### src/rtl/instr_fetch_queue_pkg.sv
// Shared helpers for the instruction fetch queue and its line aligner.
package instr_fetch_queue_pkg;

  // Ceiling log2. The result is 0 for values of 0 and 1.
  function automatic int unsigned clog2(input int unsigned value);
    int unsigned result;
    int unsigned v;
    result = 0;
    if (value > 1) begin
      v = value - 1;
      while (v > 0) begin
        result = result + 1;
        v = v >> 1;
      end
    end
    return result;
  endfunction

endpackage

### src/rtl/instr_fetch_queue_align.sv
// Combinational line aligner: picks FETCH_W consecutive instructions that start at a word
// offset inside line0 and may spill over into line1. Word 0 of each line sits at the MSBs,
// and output slot 0 sits at the LSBs.
module instr_fetch_queue_align
  import instr_fetch_queue_pkg::*;
#(
  parameter int unsigned INST_W     = 16,
  parameter int unsigned LINE_WORDS = 4,
  parameter int unsigned FETCH_W    = 4,
  localparam int unsigned OFF_W     = clog2(LINE_WORDS)
) (
  input  logic [OFF_W-1:0]             i_off,
  input  logic [INST_W*LINE_WORDS-1:0] i_line0,
  input  logic [INST_W*LINE_WORDS-1:0] i_line1,
  output logic [FETCH_W*INST_W-1:0]    o_inst
);

  localparam int unsigned SEL_W = OFF_W + 1;

  logic [INST_W-1:0] w_words [2*LINE_WORDS];

  // Unpack both lines into one contiguous word array: line0 words, then line1 words.
  always_comb begin
    for (int unsigned j = 0; j < LINE_WORDS; j++) begin
      w_words[j]            = i_line0[(LINE_WORDS-1-j)*INST_W +: INST_W];
      w_words[LINE_WORDS+j] = i_line1[(LINE_WORDS-1-j)*INST_W +: INST_W];
    end
  end

  // Slot k takes word off+k of the concatenation; FETCH_W <= LINE_WORDS keeps it in range.
  always_comb begin
    logic [SEL_W-1:0] w_sel;
    o_inst = '0;
    w_sel  = '0;
    for (int unsigned k = 0; k < FETCH_W; k++) begin
      w_sel = {1'b0, i_off} + SEL_W'(k);
      o_inst[k*INST_W +: INST_W] = w_words[w_sel];
    end
  end

endmodule

### src/rtl/instr_fetch_queue.sv
// Instruction fetch front end: issues dual-line reads, aligns FETCH_W instructions from any PC,
// and buffers them with their PCs in a circular queue that decode pops 0..FETCH_W per cycle.
// A redirect flushes the queue and drops any read already in flight.
module instr_fetch_queue
  import instr_fetch_queue_pkg::*;
#(
  parameter int unsigned    INST_W     = 16,
  parameter int unsigned    LINE_WORDS = 4,
  parameter int unsigned    FETCH_W    = 4,
  parameter int unsigned    PC_W       = 16,
  parameter int unsigned    DEPTH      = 16,
  parameter logic [PC_W-1:0] RESET_PC  = '0,
  localparam int unsigned   OFF_W      = clog2(LINE_WORDS),
  localparam int unsigned   LADDR_W    = PC_W - OFF_W,
  localparam int unsigned   DEQ_W      = clog2(FETCH_W) + 1
) (
  input  logic                         i_clk,
  input  logic                         i_rst_n,
  input  logic                         i_redirect,
  input  logic [PC_W-1:0]              i_redirect_pc,
  output logic                         o_mem_en,
  output logic [LADDR_W-1:0]           o_mem_addr0,
  output logic [LADDR_W-1:0]           o_mem_addr1,
  input  logic [INST_W*LINE_WORDS-1:0] i_mem_line0,
  input  logic [INST_W*LINE_WORDS-1:0] i_mem_line1,
  output logic [FETCH_W*INST_W-1:0]    o_out_inst,
  output logic [FETCH_W*PC_W-1:0]      o_out_pc,
  output logic [FETCH_W-1:0]           o_out_valid,
  input  logic [DEQ_W-1:0]             i_deq_cnt,
  output logic [PC_W-1:0]              o_fetch_pc
);

  localparam int unsigned PTR_W = clog2(DEPTH);
  localparam int unsigned CNT_W = clog2(DEPTH + 1);

  logic [PC_W-1:0]   r_fetch_pc;
  logic              r_inflight;
  logic [PC_W-1:0]   r_ipc;
  logic [PTR_W-1:0]  r_head;
  logic [PTR_W-1:0]  r_tail;
  logic [CNT_W-1:0]  r_count;
  logic [INST_W-1:0] r_inst [DEPTH];
  logic [PC_W-1:0]   r_pc   [DEPTH];

  logic [CNT_W:0]            w_used;
  logic                      w_issue;
  logic                      w_push;
  logic [CNT_W-1:0]          w_avail;
  logic [CNT_W-1:0]          w_deq;
  logic [CNT_W-1:0]          w_pop;
  logic [PC_W-1:0]           w_last_pc;
  logic [FETCH_W*INST_W-1:0] w_align;

  // Occupied slots plus the slots reserved for the line that is still in flight.
  assign w_used = {1'b0, r_count} + (r_inflight ? (CNT_W+1)'(FETCH_W) : '0);

  // Reset gates the enable directly so it drops as soon as rst_n falls, not at the next edge.
  assign w_issue = i_rst_n & ~i_redirect & (w_used <= (CNT_W+1)'(DEPTH - FETCH_W));
  assign w_push  = r_inflight & ~i_redirect;

  // Clamp the pop to what is actually presented on out_valid.
  assign w_avail = (r_count > CNT_W'(FETCH_W)) ? CNT_W'(FETCH_W) : r_count;
  assign w_deq   = CNT_W'(i_deq_cnt);
  assign w_pop   = (w_deq < w_avail) ? w_deq : w_avail;

  // Line addresses of the first and last instruction of the group; addr1 wraps past the top.
  assign w_last_pc   = r_fetch_pc + PC_W'(FETCH_W - 1);
  assign o_mem_en    = w_issue;
  assign o_mem_addr0 = r_fetch_pc[PC_W-1:OFF_W];
  assign o_mem_addr1 = w_last_pc[PC_W-1:OFF_W];
  assign o_fetch_pc  = r_fetch_pc;

  instr_fetch_queue_align #(
    .INST_W     (INST_W),
    .LINE_WORDS (LINE_WORDS),
    .FETCH_W    (FETCH_W)
  ) u_align (
    .i_off   (r_ipc[OFF_W-1:0]),
    .i_line0 (i_mem_line0),
    .i_line1 (i_mem_line1),
    .o_inst  (w_align)
  );

  // Fetch PC, in-flight tracking and queue pointers; redirect overrides issue, return and pop.
  always_ff @(posedge i_clk or negedge i_rst_n) begin
    if (!i_rst_n) begin
      r_fetch_pc <= RESET_PC;
      r_inflight <= 1'b0;
      r_ipc      <= '0;
      r_head     <= '0;
      r_tail     <= '0;
      r_count    <= '0;
    end else if (i_redirect) begin
      r_fetch_pc <= i_redirect_pc;
      r_inflight <= 1'b0;
      r_head     <= r_tail;
      r_count    <= '0;
    end else begin
      r_inflight <= w_issue;
      if (w_issue) begin
        r_fetch_pc <= r_fetch_pc + PC_W'(FETCH_W);
        r_ipc      <= r_fetch_pc;
      end
      r_head  <= r_head + PTR_W'(w_pop);
      r_tail  <= r_tail + (w_push ? PTR_W'(FETCH_W) : '0);
      r_count <= r_count + (w_push ? CNT_W'(FETCH_W) : '0) - w_pop;
    end
  end

  // Queue storage: the returning group is written at tail with consecutive PCs.
  always_ff @(posedge i_clk or negedge i_rst_n) begin
    if (!i_rst_n) begin
      for (int unsigned e = 0; e < DEPTH; e++) begin
        r_inst[e] <= '0;
        r_pc[e]   <= '0;
      end
    end else if (w_push) begin
      for (int unsigned k = 0; k < FETCH_W; k++) begin
        r_inst[r_tail + PTR_W'(k)] <= w_align[k*INST_W +: INST_W];
        r_pc[r_tail + PTR_W'(k)]   <= r_ipc + PC_W'(k);
      end
    end
  end

  // Present head..head+FETCH_W-1 straight from storage; valid is a thermometer of count.
  always_comb begin
    logic [PTR_W-1:0] w_rd;
    o_out_inst  = '0;
    o_out_pc    = '0;
    o_out_valid = '0;
    w_rd        = '0;
    for (int unsigned i = 0; i < FETCH_W; i++) begin
      w_rd = r_head + PTR_W'(i);
      o_out_inst[i*INST_W +: INST_W] = r_inst[w_rd];
      o_out_pc[i*PC_W +: PC_W]       = r_pc[w_rd];
      o_out_valid[i]                 = (r_count > CNT_W'(i));
    end
  end

endmodule
### config.mk
export PLATFORM = sky130hd
export DESIGN_NAME = instr_fetch_queue
export DESIGN_NICKNAME = d
export VERILOG_FILES = /design/src/rtl/instr_fetch_queue_pkg.sv /design/src/rtl/instr_fetch_queue_align.sv /design/src/rtl/instr_fetch_queue.sv
export SDC_FILE = /design/constraint.sdc
export NUM_CORES = 2
export LEC_CHECK = 0
export CAP_MARGIN = 10
export CELL_PAD_IN_SITES_DETAIL_PLACEMENT = 1
export CELL_PAD_IN_SITES_GLOBAL_PLACEMENT = 1
export CORE_MARGIN = 8
export CORE_UTILIZATION = 30
export DETAILED_ROUTE_END_ITERATION = 10
export PLACE_DENSITY = 0.53
export SLEW_MARGIN = 10
export SYNTH_ARGS = -nofsm -noshare
export SYNTH_HDL_FRONTEND = slang
export SYNTH_SLANG_ARGS = --single-unit
### constraint.sdc
create_clock -name i_clk -period 6.6 [get_ports i_clk]
set_clock_uncertainty 0.15 [all_clocks]
set_input_delay 1.98 -clock i_clk [delete_from_list [all_inputs] [get_ports i_clk]]
set_output_delay 1.98 -clock i_clk [all_outputs]
set_load 0.01 [all_outputs]
==> results.ini <==
[placement]
place_inst=5146
place_hpwl_um=95400
io_buffers=326
gp_congestion=0.789

[status]
status=finished clean

[detailed_routing]
wl_met1_um=65500
ant_nets=0
num_vias=29500
drt-wirelength-per-cell_um=27.3
firstDrtPassIters=5
wl_met3_um=6640
first_iter_violations=2267
via_per_inst=5.59
wl_met2_um=68700
post-route-drc-count=0
drt-total-wl_um=144000
highest_layer=met5

[layout]
layout-drive-gt1-share=0.245
nNetsFinal=3656
n_fill_cell=13900
final_common_cell=nand2_1
layout_common_cells=nand2_1, mux4_2, dfrtp_1
stdcell_count=5278
area_growth_pct=18.7

[hold_path]
hold_class=flop to flop

[clock_tree]
root_buffer=clkbuf_16
post_cts_buffers=0
post_cts_resized=0
holdBufCountCts=0
cts_inserted_buffers=74
cts_tree=built
cts.clk_slew.worst_paths_ns=0.06
htree_levels=3
clk_latency_ns=0.62
clock-sinks=552
clock_path_buffers=3

[sta]
hold_viol_final=0
fmax_mhz=157
rsz0062_at_grt=false
relSlewSlack=0.205
worstMarginPinSlew_ns=1.19
drv_slew=0
finalSetupViolCount=0
final.period_utilization=0.968
final.min_clock_period_ns=6.39
tns_ns=0

[logic_synthesis]
syn-num-nets=3519
synth-edff-count=0
syn_inst=3343
synthFlopType=dfrtp_1
yosysSeqAreaShare=0.355
avgSynthCellArea_sq_um=11.6
syn-cell-area_sq_um=38900
async_reset_ff_frac=1.00
ys_ff_latch=552
yosys_warnings=0
yosysUniqueCellTypes=50

[worst_setup_path]
crit_start=r_head[1]
critPathCaptureType=primary output
reg2reg_to=r_count[3]
cp_data_arrival_time_ns=4.26
reg2regPathDepth=13
r2r_start=r_count[4]
crit_fanout=63
rrSetupSlack_ns=2.64
crit_end=o_out_pc[59]
critPathKind=flop to primary output
cp-start-kind=flop
cp.required_ns=4.47

[grt]
grt_max_degree=160
grt_util_all_layers=0.201
grt_pass1_wl_um=218000
antenna_found_initial=3
overflow=0
grt_pass1_vias=31200

[pwr]
ir_drop_v=0.000334
p_leak_nw=18.2
p_per_area_nw_per_um2=562

[floorplanning]
ios=327
die-width_um=376
start_util=0.301
dieArea_sq_um=141000
rows=132
core_area_sq_um=129000
die_h_um=376

[flow_run]
max-cap-violations=0

## state kept, by name, summed over array words and instances, names as in the netlist
name        flops
r_pc          252
r_tail          2
r_inst        256
r_ipc          16
r_inflight      1
r_head          4
o_fetch_pc     16
r_count         5
## cells in the mapped netlist (13+ instances only)
library cell / count / share of area
a31oi_1: 13 / 0.0021
nor2_1: 50 / 0.0048
a21oi_1: 48 / 0.0062
clkbuf_1: 170 / 0.016
dfrtp_1: 552 / 0.36
buf_1: 23 / 0.0022
buf_2: 92 / 0.012
buf_6: 17 / 0.0049
inv_1: 14 / 0.0014
a211oi_1: 34 / 0.0066
xnor2_1: 37 / 0.0083
nor2b_1: 20 / 0.0032
mux2_2: 61 / 0.018
mux2i_1: 172 / 0.044
a32oi_1: 15 / 0.0034
mux4_2: 579 / 0.34
nand2_1: 862 / 0.083
ha_1: 23 / 0.0074
o21ai_0: 353 / 0.045
o31ai_1: 14 / 0.0027
and2_1: 15 / 0.0024
buf_4: 35 / 0.0068
a22oi_1: 15 / 0.0029
xor2_1: 30 / 0.0068
nor3_1: 13 / 0.0017
nand3_1: 16 / 0.0021
## area by class of cell
cell class              instances  area (sq um)  share of cell area
clock buffers                 113          2300              0.0499
repair buffers                398          4080              0.0884
flip-flops and latches        552         13800               0.300
diodes                          1          2.50           0.0000542
clock inverters                18           153             0.00331
multi-input cells            2435         23500               0.510
inverters                      19          71.3             0.00154
well taps                    1742          2180              0.0472
## power breakdown
part	switching [W]	leakage (nW)	total, W	internal, W
clock	0.00162	1.22	0.00409	0.00248
combinational	0.00755	9.69	0.0151	0.00751
sequential	0.00207	7.27	0.00679	0.00472
## metrics by stage
| stage | instance area [sq um] | utilization | setup WS [ns] | power, W | hold slack, ns |
|---|---|---|---|---|---|
| floorplan | 38900 | - | 0.994 | 0.0156 | 0.329 |
| global placement | 43700 | 0.338 | 0.797 | 0.0219 | 0.354 |
| detailed placement | 43700 | 0.338 | 0.742 | 0.0221 | 0.362 |
| CTS | 46200 | 0.357 | 0.0427 | 0.0264 | 0.375 |
| global route | 46200 | 0.357 | 0.0134 | 0.0276 | 0.405 |
| finish | 46200 | 0.357 | 0.210 | 0.0259 | 0.375 |
## cell families (layout without fill, tap and decap cells)
logic type      after synthesis  count (layout)  synth area share
fa+ha+maj                    26              26           0.00894
other cells                   1               2         0.0000964
buf+inv                     356             548            0.0440
flops                       552             552             0.355
mux                         812             812             0.397
compound gates              515             515            0.0746
simple gates               1011            1011             0.103
xor+xnor                     70              70            0.0169
## critical path, stage by stage (launching register included)
cell	delay, ns
dfrtp_4	0.65
inv_1	0.23
ha_4	0.39
buf_12	0.40
buf_4	0.49
mux4_2	0.29
mux2i_1	0.06
o21ai_0	0.45
clkdlybuf4s50_1	0.65
## layer usage
layer / track usage / up-vias
met1: 0.285 / 15700
met3: 0.0314 / 157
li1: - / 12800
met5: 0 / -
met2: 0.324 / 777
met4: 0.0476 / 2
## worst min path at each step
stage,startpoint,end,slack (ns),cells past startpoint
6_report,r_inst[188],r_inst[188],0.38,2
3_5_place_dp,r_inst[188],r_inst[188],0.36,2
2_1_floorplan,r_pc[225],r_pc[225],0.33,2
5_1_grt,r_inst[181],r_inst[181],0.41,2
3_3_place_gp,r_pc[143],r_pc[143],0.35,2
4_1_cts,r_inst[188],r_inst[188],0.38,2
No activity file was read; power rests on OpenSTA's default activity.
